--- config.mk ---
export PLATFORM = sky130hd
export DESIGN_NAME = npc_predict
export DESIGN_NICKNAME = d
export VERILOG_FILES = /design/src/rtl/npc_pkg.sv /design/src/rtl/npc_predict_btb_store.sv /design/src/rtl/npc_predict.sv
export SDC_FILE = /design/constraint.sdc
export NUM_CORES = 1
export LEC_CHECK = 0
export CORE_UTILIZATION = 48
export CTS_CLUSTER_DIAMETER = 60
export DETAILED_ROUTE_END_ITERATION = 8
export PLACE_DENSITY = 0.61
export SYNTH_ARGS = -nofsm -noshare
export SYNTH_HDL_FRONTEND = slang
export SYNTH_SLANG_ARGS = --single-unit
--- constraint.sdc ---
create_clock -name clk -period 9.25 [get_ports clk]
set_input_delay 1.85 -clock clk [delete_from_list [all_inputs] [get_ports clk]]
set_output_delay 1.85 -clock clk [all_outputs]
set_load 0.1 [all_outputs]
--- src/rtl/npc_pkg.sv ---
// Shared definitions for the fetch-stage next-PC predictor.
//   DEFAULT_RESET_PC : fetch address after reset
//   CTR_WEAK_TAKEN   : counter value given to a freshly allocated BTB entry
//   btb_entry_t      : one BTB entry as seen by the read port
//   ctr_next()       : 2-bit saturating counter step
package npc_pkg;

  localparam logic [31:0] DEFAULT_RESET_PC = 32'h0000_3000;
  localparam logic [1:0]  CTR_WEAK_TAKEN   = 2'b10;

  // Tag is carried zero-extended to 32 bits so the type is independent of
  // the BTB index width.
  typedef struct packed {
    logic        valid;
    logic [31:0] tag;
    logic [31:0] target;
    logic [1:0]  ctr;
  } btb_entry_t;

  function automatic logic [1:0] ctr_next(input logic [1:0] ctr,
                                          input logic       taken);
    logic [1:0] r;
    r = ctr;
    if (taken) begin
      if (ctr != 2'b11) r = ctr + 2'b01;
    end else begin
      if (ctr != 2'b00) r = ctr - 2'b01;
    end
    return r;
  endfunction

endpackage

--- src/rtl/npc_predict_btb_store.sv ---
// Direct-mapped branch target buffer with 2-bit saturating counters.
//   i_clk, i_rst      : clock, async active-high reset (clears valid bits only)
//   i_rd_pc           : combinational lookup address
//   o_rd_hit          : valid entry with matching tag at i_rd_pc
//   o_rd_ctr          : counter of the indexed entry
//   o_rd_target       : target of the indexed entry
//   i_upd_valid       : train with a resolved control instruction this edge
//   i_upd_pc          : address of the resolved instruction
//   i_upd_target      : resolved target
//   i_upd_taken       : resolved direction
module btb_store
  import npc_pkg::*;
#(
  parameter int unsigned IDX_W    = 4,
  parameter logic [1:0]  CTR_INIT = CTR_WEAK_TAKEN
) (
  input  logic        i_clk,
  input  logic        i_rst,
  input  logic [31:0] i_rd_pc,
  output logic        o_rd_hit,
  output logic [1:0]  o_rd_ctr,
  output logic [31:0] o_rd_target,
  input  logic        i_upd_valid,
  input  logic [31:0] i_upd_pc,
  input  logic [31:0] i_upd_target,
  input  logic        i_upd_taken
);

  localparam int unsigned DEPTH = 2 ** IDX_W;
  localparam int unsigned TAG_W = 30 - IDX_W;

  logic [DEPTH-1:0] r_valid;
  logic [TAG_W-1:0] r_tag    [DEPTH];
  logic [31:0]      r_target [DEPTH];
  logic [1:0]       r_ctr    [DEPTH];

  logic [IDX_W-1:0] w_rd_idx;
  logic [TAG_W-1:0] w_rd_tag;
  logic [IDX_W-1:0] w_upd_idx;
  logic [TAG_W-1:0] w_upd_tag;
  logic             w_upd_hit;
  btb_entry_t       w_rd_entry;
  logic             w_unused;

  assign w_rd_idx  = i_rd_pc[IDX_W+1:2];
  assign w_rd_tag  = i_rd_pc[31:IDX_W+2];
  assign w_upd_idx = i_upd_pc[IDX_W+1:2];
  assign w_upd_tag = i_upd_pc[31:IDX_W+2];

  // Word-offset bits never take part in indexing or tagging.
  assign w_unused = ^{i_rd_pc[1:0], i_upd_pc[1:0]};

  always_comb begin
    w_rd_entry.valid  = r_valid[w_rd_idx];
    w_rd_entry.tag    = 32'(r_tag[w_rd_idx]);
    w_rd_entry.target = r_target[w_rd_idx];
    w_rd_entry.ctr    = r_ctr[w_rd_idx];
  end

  assign o_rd_hit    = w_rd_entry.valid && (w_rd_entry.tag == 32'(w_rd_tag));
  assign o_rd_ctr    = w_rd_entry.ctr;
  assign o_rd_target = w_rd_entry.target;

  assign w_upd_hit = r_valid[w_upd_idx] && (r_tag[w_upd_idx] == w_upd_tag);

  // Only the valid bits are reset; payload arrays need no reset because
  // they are never observed through an invalid entry.
  always_ff @(posedge i_clk or posedge i_rst) begin
    if (i_rst) begin
      r_valid <= '0;
    end else if (i_upd_valid && !w_upd_hit && i_upd_taken) begin
      r_valid[w_upd_idx] <= 1'b1;
    end
  end

  always_ff @(posedge i_clk) begin
    if (i_upd_valid) begin
      if (w_upd_hit) begin
        r_ctr[w_upd_idx] <= ctr_next(r_ctr[w_upd_idx], i_upd_taken);
        if (i_upd_taken) r_target[w_upd_idx] <= i_upd_target;
      end else if (i_upd_taken) begin
        // Allocation overwrites whatever aliased entry held this index.
        r_tag[w_upd_idx]    <= w_upd_tag;
        r_target[w_upd_idx] <= i_upd_target;
        r_ctr[w_upd_idx]    <= CTR_INIT;
      end
    end
  end

endmodule

--- src/rtl/npc_predict.sv ---
// Fetch-stage next-PC generator with BTB prediction and MIPS delay slot.
//   clk, reset      : clock, async active-high reset
//   stall_F         : freeze PC and pending delay-slot state
//   redirect_valid  : decode redirect (wins over stall and pending)
//   redirect_pc     : redirect address
//   upd_valid       : BTB training strobe
//   upd_pc          : resolved instruction address
//   upd_target      : resolved target
//   upd_taken       : resolved direction
//   pc_F            : current fetch address
//   pred_taken_F    : instruction at pc_F predicted taken
//   pred_target_F   : predicted target (0 on a BTB miss)
module npc_predict
  import npc_pkg::*;
#(
  parameter logic [31:0] RESET_PC = DEFAULT_RESET_PC,
  parameter int unsigned IDX_W    = 4,
  parameter logic [1:0]  CTR_INIT = CTR_WEAK_TAKEN
) (
  input  logic        clk,
  input  logic        reset,
  input  logic        stall_F,
  input  logic        redirect_valid,
  input  logic [31:0] redirect_pc,
  input  logic        upd_valid,
  input  logic [31:0] upd_pc,
  input  logic [31:0] upd_target,
  input  logic        upd_taken,
  output logic [31:0] pc_F,
  output logic        pred_taken_F,
  output logic [31:0] pred_target_F
);

  logic [31:0] r_pc;
  logic        r_pend;
  logic [31:0] r_pend_tgt;

  logic        w_hit;
  logic [1:0]  w_ctr;
  logic [31:0] w_target;
  logic        w_pred_taken;
  logic [31:0] w_pred_target;

  btb_store #(
    .IDX_W    (IDX_W),
    .CTR_INIT (CTR_INIT)
  ) u_btb (
    .i_clk        (clk),
    .i_rst        (reset),
    .i_rd_pc      (r_pc),
    .o_rd_hit     (w_hit),
    .o_rd_ctr     (w_ctr),
    .o_rd_target  (w_target),
    .i_upd_valid  (upd_valid),
    .i_upd_pc     (upd_pc),
    .i_upd_target (upd_target),
    .i_upd_taken  (upd_taken)
  );

  // No new prediction while the delay slot is in fetch: the pending target
  // is already committed as the next address.
  assign w_pred_taken  = w_hit && w_ctr[1] && !r_pend;
  assign w_pred_target = w_hit ? w_target : '0;

  always_ff @(posedge clk or posedge reset) begin
    if (reset) begin
      r_pc       <= RESET_PC;
      r_pend     <= 1'b0;
      r_pend_tgt <= '0;
    end else if (redirect_valid) begin
      r_pc   <= redirect_pc;
      r_pend <= 1'b0;
    end else if (stall_F) begin
      r_pc       <= r_pc;
      r_pend     <= r_pend;
      r_pend_tgt <= r_pend_tgt;
    end else if (r_pend) begin
      r_pc   <= r_pend_tgt;
      r_pend <= 1'b0;
    end else if (w_pred_taken) begin
      r_pc       <= r_pc + 32'd4;
      r_pend     <= 1'b1;
      r_pend_tgt <= w_pred_target;
    end else begin
      r_pc <= r_pc + 32'd4;
    end
  end

  assign pc_F          = r_pc;
  assign pred_taken_F  = w_pred_taken;
  assign pred_target_F = w_pred_target;

endmodule

==> results.sh, run 1 <==
export IMPL_critPathCaptureType="primary output"
export IMPL_placementRows=113
export IMPL_critical_path_class="reg2out"
export IMPL_finalWeightedCongestion=0.994
export IMPL_arrival_ps=6220
export IMPL_max_clock_path_buffers=3
export IMPL_leakagePower_nw=17.5
export IMPL_drv_max_cap_violation_count=0
export IMPL_yosys_area_share_xor_xnor_pct=0.816
export IMPL_tritoncts="done"
export IMPL_synth_adder_area_share_pct=0.0488
export IMPL_mappedNetlistArea_um2=46200
export IMPL_synth_async_reset_ratio_pct=7.78
export IMPL_power_per_cell_area_nw_per_um2=208
export IMPL_req_time_crit_path_ps=7400
export IMPL_chipHeight_um=312
export IMPL_detailed_router_iteration_count_before_antenna_repair=7
export IMPL_synth_enable_flop_cells=960
export IMPL_grt_first_pass_wirelength_um=190000
export IMPL_clock_skew_final_ps=56.5
export IMPL_num_vias=26191
export IMPL_layout_drive_gt1_share_pct=26.1
export IMPL_drt_drc_violations_left=0
export IMPL_tritoncts_num_buffers=109
export IMPL_post_place_cells=3822
export IMPL_synth_ff_type="edfxtp_1"
export IMPL_synthSimpleGateAreaFrac_pct=3.70
export IMPL_setup_violations=0
export IMPL_detailedPlacementHpwl_um=81700
export IMPL_grt_util_all_layers_pct=27.4
export IMPL_ctsRootBufferMaster="clkbuf_16"
export IMPL_synthesis_area_per_instance_um2=18.6
export IMPL_timing_critical_path_fanout_max=40
export IMPL_dominant_combinational_cell_family_by_area_after_synthesis="multiplexers"
export IMPL_numClockSinks=1041
export IMPL_route_antenna_remaining_nets=0
export IMPL_final_hold_worst_slack_ps=492
export IMPL_final_period_utilization_pct=87.2
export IMPL_fin_total_pwr_w=0.0110
export IMPL_ctsResizeCount=0
export IMPL_top_level_ports=167
export IMPL_place_port_buffers=164
export IMPL_routed_wirelength_um=133000
export IMPL_postSynthNetCount=2586
export IMPL_cts_reportedPaths_clkPinSlew_ps=60
export IMPL_crit_path_start_kind="flip-flop"
export IMPL_pin_count_of_the_biggest_net_entering_global_routing=124
export IMPL_finalMaxSlewViolations=0
export IMPL_synth_lib_cells_used_distinct=74
export IMPL_post_synthesis_cell_count=2483
export IMPL_antenna_found_initial=9
export IMPL_vias_per_instance=6.51
export IMPL_synth_mux_area_share_pct=21.7
export IMPL_ys_warnings_count=0
export IMPL_die_area_um2=97400
export IMPL_outcome="finished clean"
export IMPL_area_growth_synth_to_final_pct=14.9
export IMPL_measured_slew_at_the_worst_slew_check_pin_ps=1250
export IMPL_fin_setup_tns_ps=0
export IMPL_grt_setup_unrepaired="no"
export IMPL_grt_overflow=0
export IMPL_relSlewSlack_pct=16.4
export IMPL_final_cells=4025
export IMPL_first_global_vias=26447
export IMPL_synth_ff_latch_count=1041
export IMPL_ctsHoldBuffers=0
export IMPL_nNetsFinal=2771
export IMPL_fin_util_pct=55.7
export IMPL_placeableCoreArea_um2=95200
export IMPL_holdCritPathClass="reg2reg"
export IMPL_post_cts_buffers=0
export IMPL_cts_htree_levels=3
export IMPL_clk_latency_ps=710
export IMPL_min_period_ps=8070
export IMPL_drtIter0Drc=3377
export IMPL_wl_per_cell_um=33.1
export IMPL_highest_clock_rate_ghz=0.124
export IMPL_vdd_drop_max_uv=247
export IMPL_complex_gate_fraction_of_the_synthesized_area_pct=4.67
export IMPL_floorplan_die_width_um=312
export IMPL_yosysSeqAreaShare_pct=66.9
export IMPL_initial_utilization_pct=48.5
export IMPL_timing_final_hold_violations=0
-- report_power, final --
part	switching (W)	internal, W
clock	0.00185	0.00255
combinational	0.000777	0.000519
sequential	0.0000882	0.00522
-- placed cells by master, fill, tap and decap left out, drive strengths merged, types with 6 or more instances in the layout --
cell / netlist / final
a21oi: 46 / 46
a221oi: 12 / 12
a22oi: 33 / 33
a2bb2oi: 12 / 12
a31oi: 9 / 9
and2: 14 / 14
and3: 11 / 11
and4: 7 / 7
buf: 94 / 88
bufinv: 0 / 10
clkbuf: 79 / 143
clkdlybuf4s50: 0 / 159
clkinv: 0 / 40
dfrtp: 79 / 79
edfxtp: 960 / 960
inv: 42 / 48
mux2: 66 / 66
mux2i: 127 / 127
mux4: 351 / 351
nand2: 86 / 86
nand2b: 10 / 10
nand3: 21 / 21
nand4: 12 / 12
nor2: 76 / 76
nor2b: 47 / 47
nor3: 19 / 19
nor4: 8 / 8
o2111a: 16 / 16
o2111ai: 6 / 6
o21ai: 50 / 50
o21bai: 6 / 6
o22ai: 36 / 36
o31ai: 14 / 14
or3: 6 / 6
xnor2: 21 / 21
xor2: 22 / 22
-- cells in the mapped netlist, drive strengths merged, types with 5 or more instances --
| cell | count | area [um^2] |
|---|---|---|
| o2111a | 16 | 180 |
| and2 | 14 | 87.6 |
| and3 | 11 | 68.8 |
| dfrtp | 79 | 1980 |
| nand4 | 12 | 75.1 |
| nand2 | 86 | 323 |
| edfxtp | 960 | 28800 |
| a2bb2oi | 12 | 105 |
| a21oi | 46 | 230 |
| o2111ai | 6 | 52.6 |
| o31ai | 14 | 105 |
| xor2 | 22 | 193 |
| and4 | 7 | 61.3 |
| nand2b | 10 | 62.6 |
| nand3 | 21 | 110 |
| buf | 94 | 556 |
| a221oi | 12 | 105 |
| inv | 42 | 158 |
| nor2 | 76 | 285 |
| a22oi | 33 | 248 |
| a32oi | 5 | 43.8 |
| mux2i | 127 | 1270 |
| o211ai | 5 | 37.5 |
| clkbuf | 79 | 297 |
| xnor2 | 21 | 184 |
| mux2 | 66 | 852 |
| a31oi | 9 | 56.3 |
| or3 | 6 | 42.5 |
| o221ai | 5 | 43.8 |
| nor2b | 47 | 294 |
| o22ai | 36 | 225 |
| o21ai | 50 | 250 |
| mux4 | 351 | 7910 |
| nor4 | 8 | 62.6 |
| nor3 | 19 | 95.1 |
| a22o | 5 | 43.8 |
| o21bai | 6 | 45.0 |
-- layer usage --
metal / vias to the layer above / routed length, um / global-route usage (%)
li1: 10697 / - / -
met1: 13979 / 53200 / 37.9
met2: 1281 / 64500 / 44.3
met3: 220 / 12200 / 6.21
met4: 14 / 3220 / 6.67
met5: - / 87 / 0
-- through the flow --
step / area [um^2] / setup WS, ps
3_3_place_gp: 49400 / 2080
5_1_grt: 53000 / 1030
2_1_floorplan: 46200 / 2350
6_report: 53000 / 1180
3_5_place_dp: 49400 / 1910
4_1_cts: 53000 / 1160
-- registers in the layout, summed over array words and instances (netlist names) --
signal / count
r_pend: 1
pc_F: 32
u_btb.r_tag: 416
u_btb.r_valid: 16
u_btb.r_ctr: 32
u_btb.r_target: 512
r_pend_tgt: 32
-- final timing paths --
path | cells after the start | slack (ps) | endpoint | start
max in group asynchronous | 3 | 6470 | pc_F[3] | reset
min | 2 | 490 | u_btb.r_valid[10] | u_btb.r_valid[10]
min in group asynchronous | 2 | 1490 | u_btb.r_valid[8] | reset
max | 9 | 1180 | pred_target_F[20] | pc_F[3]
max reg2reg | 10 | 4390 | u_btb.r_ctr[8][1] | u_btb.r_tag[15][17]
min reg2reg | 2 | 490 | u_btb.r_valid[10] | u_btb.r_valid[10]
-- cells by family after synthesis --
| group | count (synthesis) |
|---|---|
| DFF | 1041 |
| adders and majority gates | 2 |
| muxes | 544 |
| buffers and inverters | 215 |
| AOI/OAI and AO/OA | 304 |
| xor gates and xnor gates | 43 |
| and+or+nand+nor | 334 |
-- worst max-delay path: stages, from the launching register on --
cell and delay, ps:
dfrtp_4 920, buf_4 570, mux4_2 390, mux4_2 580, xor2_1 230, a2111oi_0 530
nand4_1 160, or3_4 650, nor2b_1 240, clkdlybuf4s50_1 1160
-- area by class of cell --
| class | count | area [um^2] |
|---|---|---|
| antenna | 1 | 2.50 |
| clock buffer | 143 | 2970 |
| clock inverter | 59 | 673 |
| fill | 7266 | 42100 |
| inverter | 42 | 163 |
| multi-input combinational | 1227 | 14500 |
| sequential | 1041 | 30900 |
| tap | 1265 | 1580 |
| timing repair buffer | 247 | 2290 |
Note: power is estimated with default switching activity, not from simulation.
==> run 2: changes to the inputs <==
--- a/config.mk
+++ b/config.mk
@@ -8,7 +8,9 @@
 export CORE_UTILIZATION = 48
 export CTS_CLUSTER_DIAMETER = 60
 export DETAILED_ROUTE_END_ITERATION = 8
+export MAX_ROUTING_LAYER = met4
 export PLACE_DENSITY = 0.61
 export SYNTH_ARGS = -nofsm -noshare
 export SYNTH_HDL_FRONTEND = slang
+export SYNTH_HIERARCHICAL = 1
 export SYNTH_SLANG_ARGS = --single-unit
==> results.sh, run 2 <==
export IMPL_outcome="finished clean"
export IMPL_placementRows=112
export IMPL_mostFrequentLayoutCells="edfxtp_1 (960), mux4_2 (391), clkdlybuf4s50_1 (132)"
export IMPL_top_level_ports=167
export IMPL_placeableCoreArea_um2=93500
export IMPL_pin_count_of_the_biggest_net_entering_global_routing=93
export IMPL_req_time_crit_path_ps=7400
export IMPL_critical_path_cell_chain="buf_4 -> mux4_2 -> mux4_2 -> xnor2_1 -> nand4_1 -> or4_1 -> nor4_2 -> buf_4 -> and2_1 -> clkdlybuf4s50_1"
export IMPL_grt_util_all_layers_pct=27.1
export IMPL_ys_warnings_count=6
export IMPL_final_period_utilization_pct=89.6
export IMPL_critical_path_buf_inv_count=3
export IMPL_seqPwrFrac_pct=49.4
export IMPL_routed_wirelength_um=124000
export IMPL_final_common_cell="edfxtp_1"
export IMPL_vias_per_instance=6.36
export IMPL_detailedPlacementHpwl_um=72000
export IMPL_timing_critical_path_fanout_max=37
export IMPL_setup_violations=0
export IMPL_tritoncts="done"
export IMPL_chipHeight_um=309
export IMPL_min_period_ps=8290
export IMPL_arrival_ps=6440
export IMPL_cell_internal_pwr_w=0.00822
export IMPL_net_switching_power_w=0.00259
export IMPL_detailed_router_iteration_count_before_antenna_repair=6
export IMPL_finalMaxSlewViolations=0
export IMPL_ctsResizeCount=0
export IMPL_synthesis_area_per_instance_um2=19.6
export IMPL_nNetsFinal=2607
export IMPL_tritoncts_num_buffers=110
export IMPL_critPathCaptureType="primary output"
export IMPL_area_growth_synth_to_final_pct=14.7
export IMPL_mappedNetlistArea_um2=45400
export IMPL_ctsRootBufferMaster="clkbuf_16"
export IMPL_post_synthesis_cell_count=2309
export IMPL_drt_drc_violations_left=0
export IMPL_drtIter0Drc=2772
export IMPL_grt_setup_unrepaired="no"
export IMPL_power_per_cell_area_nw_per_um2=208
export IMPL_layout_drive_gt1_share_pct=28.5
export IMPL_first_global_vias=25022
export IMPL_die_area_um2=95700
export IMPL_drv_max_cap_violation_count=0
export IMPL_route_antenna_remaining_nets=0
export IMPL_worst_path_dominant_cell_family="buffers and inverters"
export IMPL_reg_top3="u_btb/r_target x512, u_btb/r_tag x416"
export IMPL_grt_first_pass_wirelength_um=177000
export IMPL_initial_utilization_pct=48.5
export IMPL_num_vias=24567
export IMPL_max_clock_path_buffers=3
export IMPL_vdd_drop_max_uv=148
export IMPL_cts_htree_levels=3
export IMPL_place_port_buffers=164
export IMPL_antenna_found_initial=10
export IMPL_floorplan_die_width_um=309
export IMPL_critical_path_class="reg2out"
export IMPL_holdCritPathClass="reg2reg"
export IMPL_filler_cell_count_in_the_final_layout=7115
export IMPL_timing_final_hold_violations=0
export IMPL_postSynthNetCount=2412
export IMPL_wl_per_cell_um=32.0
export IMPL_cts_reportedPaths_clkPinSlew_ps=60
export IMPL_critical_path_max_stage_delay_ps=1190
export IMPL_finalWeightedCongestion=0.876
export IMPL_power_clock_fraction_pct=39.8
export IMPL_clk_latency_ps=710
export IMPL_crit_path_start_kind="flip-flop"
export IMPL_highest_clock_rate_ghz=0.121
export IMPL_fin_total_pwr_w=0.0108
export IMPL_relSlewSlack_pct=22.2
export IMPL_clock_skew_final_ps=28.0
export IMPL_switching_share_of_total_power_pct=24.0
export IMPL_measured_slew_at_the_worst_slew_check_pin_ps=1160
export IMPL_number_of_flip_flops_under_the_largest_register_name=512
export IMPL_leakagePower_nw=16.9
export IMPL_ctsHoldBuffers=0
export IMPL_crit_path_top_delay_cell="clkdlybuf4s50_1"
export IMPL_share_comb_of_total_power_pct=10.8
export IMPL_numClockSinks=1041
export IMPL_post_cts_buffers=0
export IMPL_registers_top_by_ff_count="u_btb/r_target"
export IMPL_fin_setup_tns_ps=0
export IMPL_grt_overflow=0
[run 2: power groups by stage]
| stage | Sequential, W | Combinational [W] | Clock (W) |
|---|---|---|---|
| 6_report | 0.00534 | 0.00117 | 0.00431 |
| 5_1_grt | 0.00535 | 0.00123 | 0.00456 |
| 4_1_cts | 0.00534 | 0.00117 | 0.00437 |
| 3_5_place_dp | 0.00544 | 0.00117 | 0 |
| 3_3_place_gp | 0.00543 | 0.00115 | 0 |
| 2_1_floorplan | 0.00547 | 0.000709 | 0 |
[run 2: per-stage QoR]
| stage | setup slack, ps | cells | instance area [um^2] | hold WS [ps] | util (%) |
|---|---|---|---|---|---|
| 6_report | 960 | 3861 | 52000 | 507 | 55.7 |
| 4_1_cts | 873 | 3853 | 52000 | 504 | 55.6 |
| 3_3_place_gp | 1630 | 3646 | 48500 | 466 | 51.9 |
| 5_1_grt | 726 | 3860 | 52000 | 517 | 55.7 |
| 2_1_floorplan | 2340 | 2309 | 45400 | 448 | - |
| 3_5_place_dp | 1640 | 3646 | 48500 | 491 | 51.9 |
[run 2: path summary, 6_finish.rpt]
kind	slack [ps]	to	cells after the start	start
max in group asynchronous	6570	pc_F[3]	3	reset
setup reg to reg	3450	r_pend_tgt[18]	11	pc_F[2]
setup / recovery	960	pred_target_F[5]	10	pc_F[2]
min in group asynchronous	1820	u_btb/r_valid[5]	2	reset
hold / removal	510	u_btb/r_valid[15]	1	u_btb/r_valid[15]
hold reg to reg	510	u_btb/r_valid[15]	1	u_btb/r_valid[15]
[run 2: layer usage]
layer	up-vias	wire (um)	track usage, %
met5	-	0	-
met4	0	2960	7.83
met3	164	10700	5.25
met2	1105	59300	41.4
met1	13194	50700	37.4
li1	10104	-	-
[run 2: area by class of cell]
cell class,instances,area (um^2),area share [%]
tap,1254,1570,3.02
timing repair buffer,235,2130,4.10
inverter,28,105,0.202
antenna,8,20.0,0.0385
clock inverter,66,587,1.13
clock buffer,141,2950,5.67
sequential,1041,30900,59.3
multi-input combinational,1088,13800,26.5
==> run 3: changes to the inputs <==
--- a/config.mk
+++ b/config.mk
@@ -5,11 +5,12 @@
 export SDC_FILE = /design/constraint.sdc
 export NUM_CORES = 1
 export LEC_CHECK = 0
+export CAP_MARGIN = 25
 export CORE_UTILIZATION = 48
 export CTS_CLUSTER_DIAMETER = 60
 export DETAILED_ROUTE_END_ITERATION = 8
 export MAX_ROUTING_LAYER = met4
-export PLACE_DENSITY = 0.61
+export PLACE_DENSITY_LB_ADDON = 0.2
 export SYNTH_ARGS = -nofsm -noshare
 export SYNTH_HDL_FRONTEND = slang
 export SYNTH_HIERARCHICAL = 1
==> results.sh, run 3 (synthesis gave the netlist of run 2 again) <==
export IMPL_outcome="finished clean"
export IMPL_clk_latency_ps=720
export IMPL_timing_final_hold_violations=0
export IMPL_cell_internal_pwr_w=0.00818
export IMPL_wl_per_cell_um=31.7
export IMPL_ctsResizeCount=0
export IMPL_detailedPlacementHpwl_um=71100
export IMPL_highest_clock_rate_ghz=0.124
export IMPL_routed_wirelength_um=122000
export IMPL_post_place_cells=3647
export IMPL_tritoncts_num_buffers=107
export IMPL_finalMaxSlewViolations=0
export IMPL_vias_per_instance=6.43
export IMPL_reg_top3="u_btb/r_target x512, u_btb/r_tag x416"
export IMPL_initial_utilization_pct=48.5
export IMPL_final_cells=3856
export IMPL_nNetsFinal=2607
export IMPL_detailed_router_iteration_count_before_antenna_repair=5
export IMPL_critPathCaptureType="primary output"
export IMPL_filler_cell_count_in_the_final_layout=7028
export IMPL_pin_count_of_the_biggest_net_entering_global_routing=139
export IMPL_min_period_ps=8040
export IMPL_die_area_um2=95700
export IMPL_place_port_buffers=164
export IMPL_arrival_ps=6190
export IMPL_layout_drive_gt1_share_pct=27.9
export IMPL_placementRows=112
export IMPL_measured_slew_at_the_worst_slew_check_pin_ps=1100
export IMPL_drtIter0Drc=2880
export IMPL_registers_top_by_ff_count="u_btb/r_target"
export IMPL_antenna_found_initial=11
export IMPL_crit_path_start_kind="flip-flop"
export IMPL_critical_path_class="reg2out"
export IMPL_fin_util_pct=55.7
export IMPL_grt_util_all_layers_pct=26.6
export IMPL_first_global_vias=25180
export IMPL_power_per_cell_area_nw_per_um2=207
export IMPL_route_antenna_remaining_nets=0
export IMPL_share_comb_of_total_power_pct=11.0
export IMPL_tritoncts="done"
export IMPL_timing_critical_path_fanout_max=39
export IMPL_top_level_ports=167
export IMPL_finalWeightedCongestion=0.854
export IMPL_req_time_crit_path_ps=7400
export IMPL_grt_overflow=0
export IMPL_switching_share_of_total_power_pct=24.0
export IMPL_fin_setup_tns_ps=0
export IMPL_max_clock_path_buffers=3
export IMPL_final_common_cell="edfxtp_1"
export IMPL_final_period_utilization_pct=86.9
export IMPL_grt_setup_unrepaired="no"
export IMPL_area_growth_synth_to_final_pct=14.7
export IMPL_mostFrequentLayoutCells="edfxtp_1 (960), mux4_2 (391), clkdlybuf4s50_1 (141)"
export IMPL_power_clock_fraction_pct=39.5
export IMPL_fin_total_pwr_w=0.0108
export IMPL_num_vias=24788
export IMPL_placeableCoreArea_um2=93500
export IMPL_setup_violations=0
export IMPL_post_cts_buffers=0
export IMPL_drt_drc_violations_left=0
export IMPL_grt_first_pass_wirelength_um=175000
export IMPL_number_of_flip_flops_under_the_largest_register_name=512
export IMPL_leakagePower_nw=16.9
export IMPL_cts_reportedPaths_clkPinSlew_ps=60
export IMPL_floorplan_die_width_um=309
export IMPL_ctsRootBufferMaster="clkbuf_16"
export IMPL_ctsHoldBuffers=0
export IMPL_holdCritPathClass="reg2reg"
export IMPL_clock_skew_final_ps=40.9
export IMPL_cts_htree_levels=3
export IMPL_vdd_drop_max_uv=201
export IMPL_worst_hold_path_cells=2
export IMPL_r2r_worst_path_cells=12
export IMPL_drv_max_cap_violation_count=0
export IMPL_chipHeight_um=309
export IMPL_numClockSinks=1041
export IMPL_net_switching_power_w=0.00258
export IMPL_relSlewSlack_pct=26.4
export IMPL_seqPwrFrac_pct=49.5
-- run 3: final timing paths --
check                            startpoint          endpoint  slack, ps
max                                 pc_F[2]      pred_taken_F       1210
min                        u_btb/r_valid[3]  u_btb/r_valid[3]        510
max reg2reg                         pc_F[2]    r_pend_tgt[18]       3770
min reg2reg                u_btb/r_valid[3]  u_btb/r_valid[3]        510
max in group asynchronous             reset           pc_F[3]       6570
min in group asynchronous             reset  u_btb/r_valid[1]       1810
-- run 3: per-layer routing --
metal	vias to the layer above	GRT usage, %	routed length [um]
li1	10083	-	-
met1	13281	36.6	48900
met2	1228	41.3	59700
met3	196	4.43	10300
met4	0	7.71	3120
met5	-	-	0
-- run 3: final cells by class --
cell class	instances	area [um^2]	area share, %
Tap cell	1254	1570	3.02
Timing Repair Buffer	238	2210	4.25
Inverter	28	105	0.202
Clock inverter	55	559	1.07
Multi-Input combinational cell	1088	13800	26.5
Sequential cell	1041	30900	59.3
Antenna cell	9	22.5	0.0433
Clock buffer	143	2900	5.58
-- run 3: worst max-delay path, cell delays in order (launching register included) --
cell	delay, ps
dfrtp_4	750
buf_12	370
mux4_2	550
mux4_2	570
xnor2_1	170
nand4_1	200
or4_1	650
nor4_2	190
buf_4	400
nand3b_1	180
inv_1	170
clkdlybuf4s50_1	1160
-- run 3: power groups by stage --
stage	Combinational (W)	Sequential, W	Clock (W)
3_5_place_dp	0.00118	0.00543	0
2_1_floorplan	0.000709	0.00547	0
6_report	0.00118	0.00533	0.00425
5_1_grt	0.00125	0.00534	0.00448
4_1_cts	0.00119	0.00533	0.00432
3_3_place_gp	0.00115	0.00543	0
-- run 3: stage by stage --
stage | hold slack (ps) | setup WS (ps) | instance area (um^2)
after floorplan | 448 | 2340 | 45400
after global placement | 468 | 1840 | 48500
after detailed placement | 489 | 1890 | 48500
after CTS | 506 | 1090 | 52000
after global routing | 520 | 990 | 52000
final | 507 | 1210 | 52000
==> patch, RTL diff (config.mk and constraints of run 2) <==
Register the outputs `pred_taken_F` and `pred_target_F`, cleared by the reset; this adds one clock of latency there. The other outputs are not delayed to match.
--- a/src/rtl/npc_predict.sv
+++ b/src/rtl/npc_predict.sv
@@ -87,8 +87,15 @@
   end
 
   assign pc_F          = r_pc;
-  assign pred_taken_F  = w_pred_taken;
-  assign pred_target_F = w_pred_target;
+  always_ff @(posedge clk or posedge reset) begin
+    if (reset) begin
+      pred_taken_F  <= '0;
+      pred_target_F <= '0;
+    end else begin
+      pred_taken_F  <= w_pred_taken;
+      pred_target_F <= w_pred_target;
+    end
+  end
 
 endmodule
 
Check against the original RTL: not settled (the Yosys comparison gave no result); the edit may change what the design does.
==> patch against run 2 <==
Sequential cell count up 33; first-iteration DRC count up 9.8%; clock skew up 0.0046 ns; routed wire length up 1.7%; setup slack better by 1.9 ns; total power up 4.5%; utilization up 0.11 points; synthesized area up 1.9%; cell area up 2.0%; critical path type is now in2reg; critical endpoint is now u_btb/r_tag[14][11]; highest routed layer unchanged.
==> patch: results <==
set metrics [dict create \
    drtIter0Drc 3045 \
    nMultiInputCombCells 1080 \
    syn_inst 2341 \
    antennaDiodeCount 4 \
    area.share.sequential 0.597 \
    wl_met3_um 11000 \
    r2r_slack_ns 3.38 \
    pwr-share-clk 0.400 \
    clkCellAreaFrac 0.0700 \
    cellPowerDensity_nw_per_um2 213 \
    final_area_um2 53100 \
    syn_area_um2 46200 \
    grtUsageMet1 0.380 \
    slowest_stage "nor2_4" \
    wl_met2_um 59100 \
    slew_headroom 0.183 \
    firstDrtPassIters 8 \
    use_met2 0.401 \
    layout.nonclk_buf_frac 0.0405 \
    numCtsBuffers 112 \
    status "finished clean" \
    fin_skew_ns 0.0326 \
    wl_met1_um 53000 \
    crit_fanout 53 \
    place_area_um2 49300 \
]
patch: changes by cell type in the layout (fill, tap and decap cells not counted), sizes merged, moves of 11 or more:
cell           change
dfrtp             +33
buf               -32
clkdlybuf4s50     +28
o21ai             +24
nand3b            -16
nor2              -12
clkinv            -11
patch: path summary, 6_finish.rpt:
| kind | startpoint | cells after the start | end |
|---|---|---|---|
| hold / removal | u_btb/r_valid[6] | 1 | u_btb/r_valid[6] |
| max in group asynchronous | reset | 3 | pc_F[3] |
| setup / recovery | upd_pc[4] | 12 | u_btb/r_tag[14][11] |
| min in group asynchronous | reset | 2 | pred_target_F[3] |
| setup reg to reg | pc_F[2] | 12 | r_pend_tgt[11] |
| hold reg to reg | u_btb/r_valid[6] | 1 | u_btb/r_valid[6] |
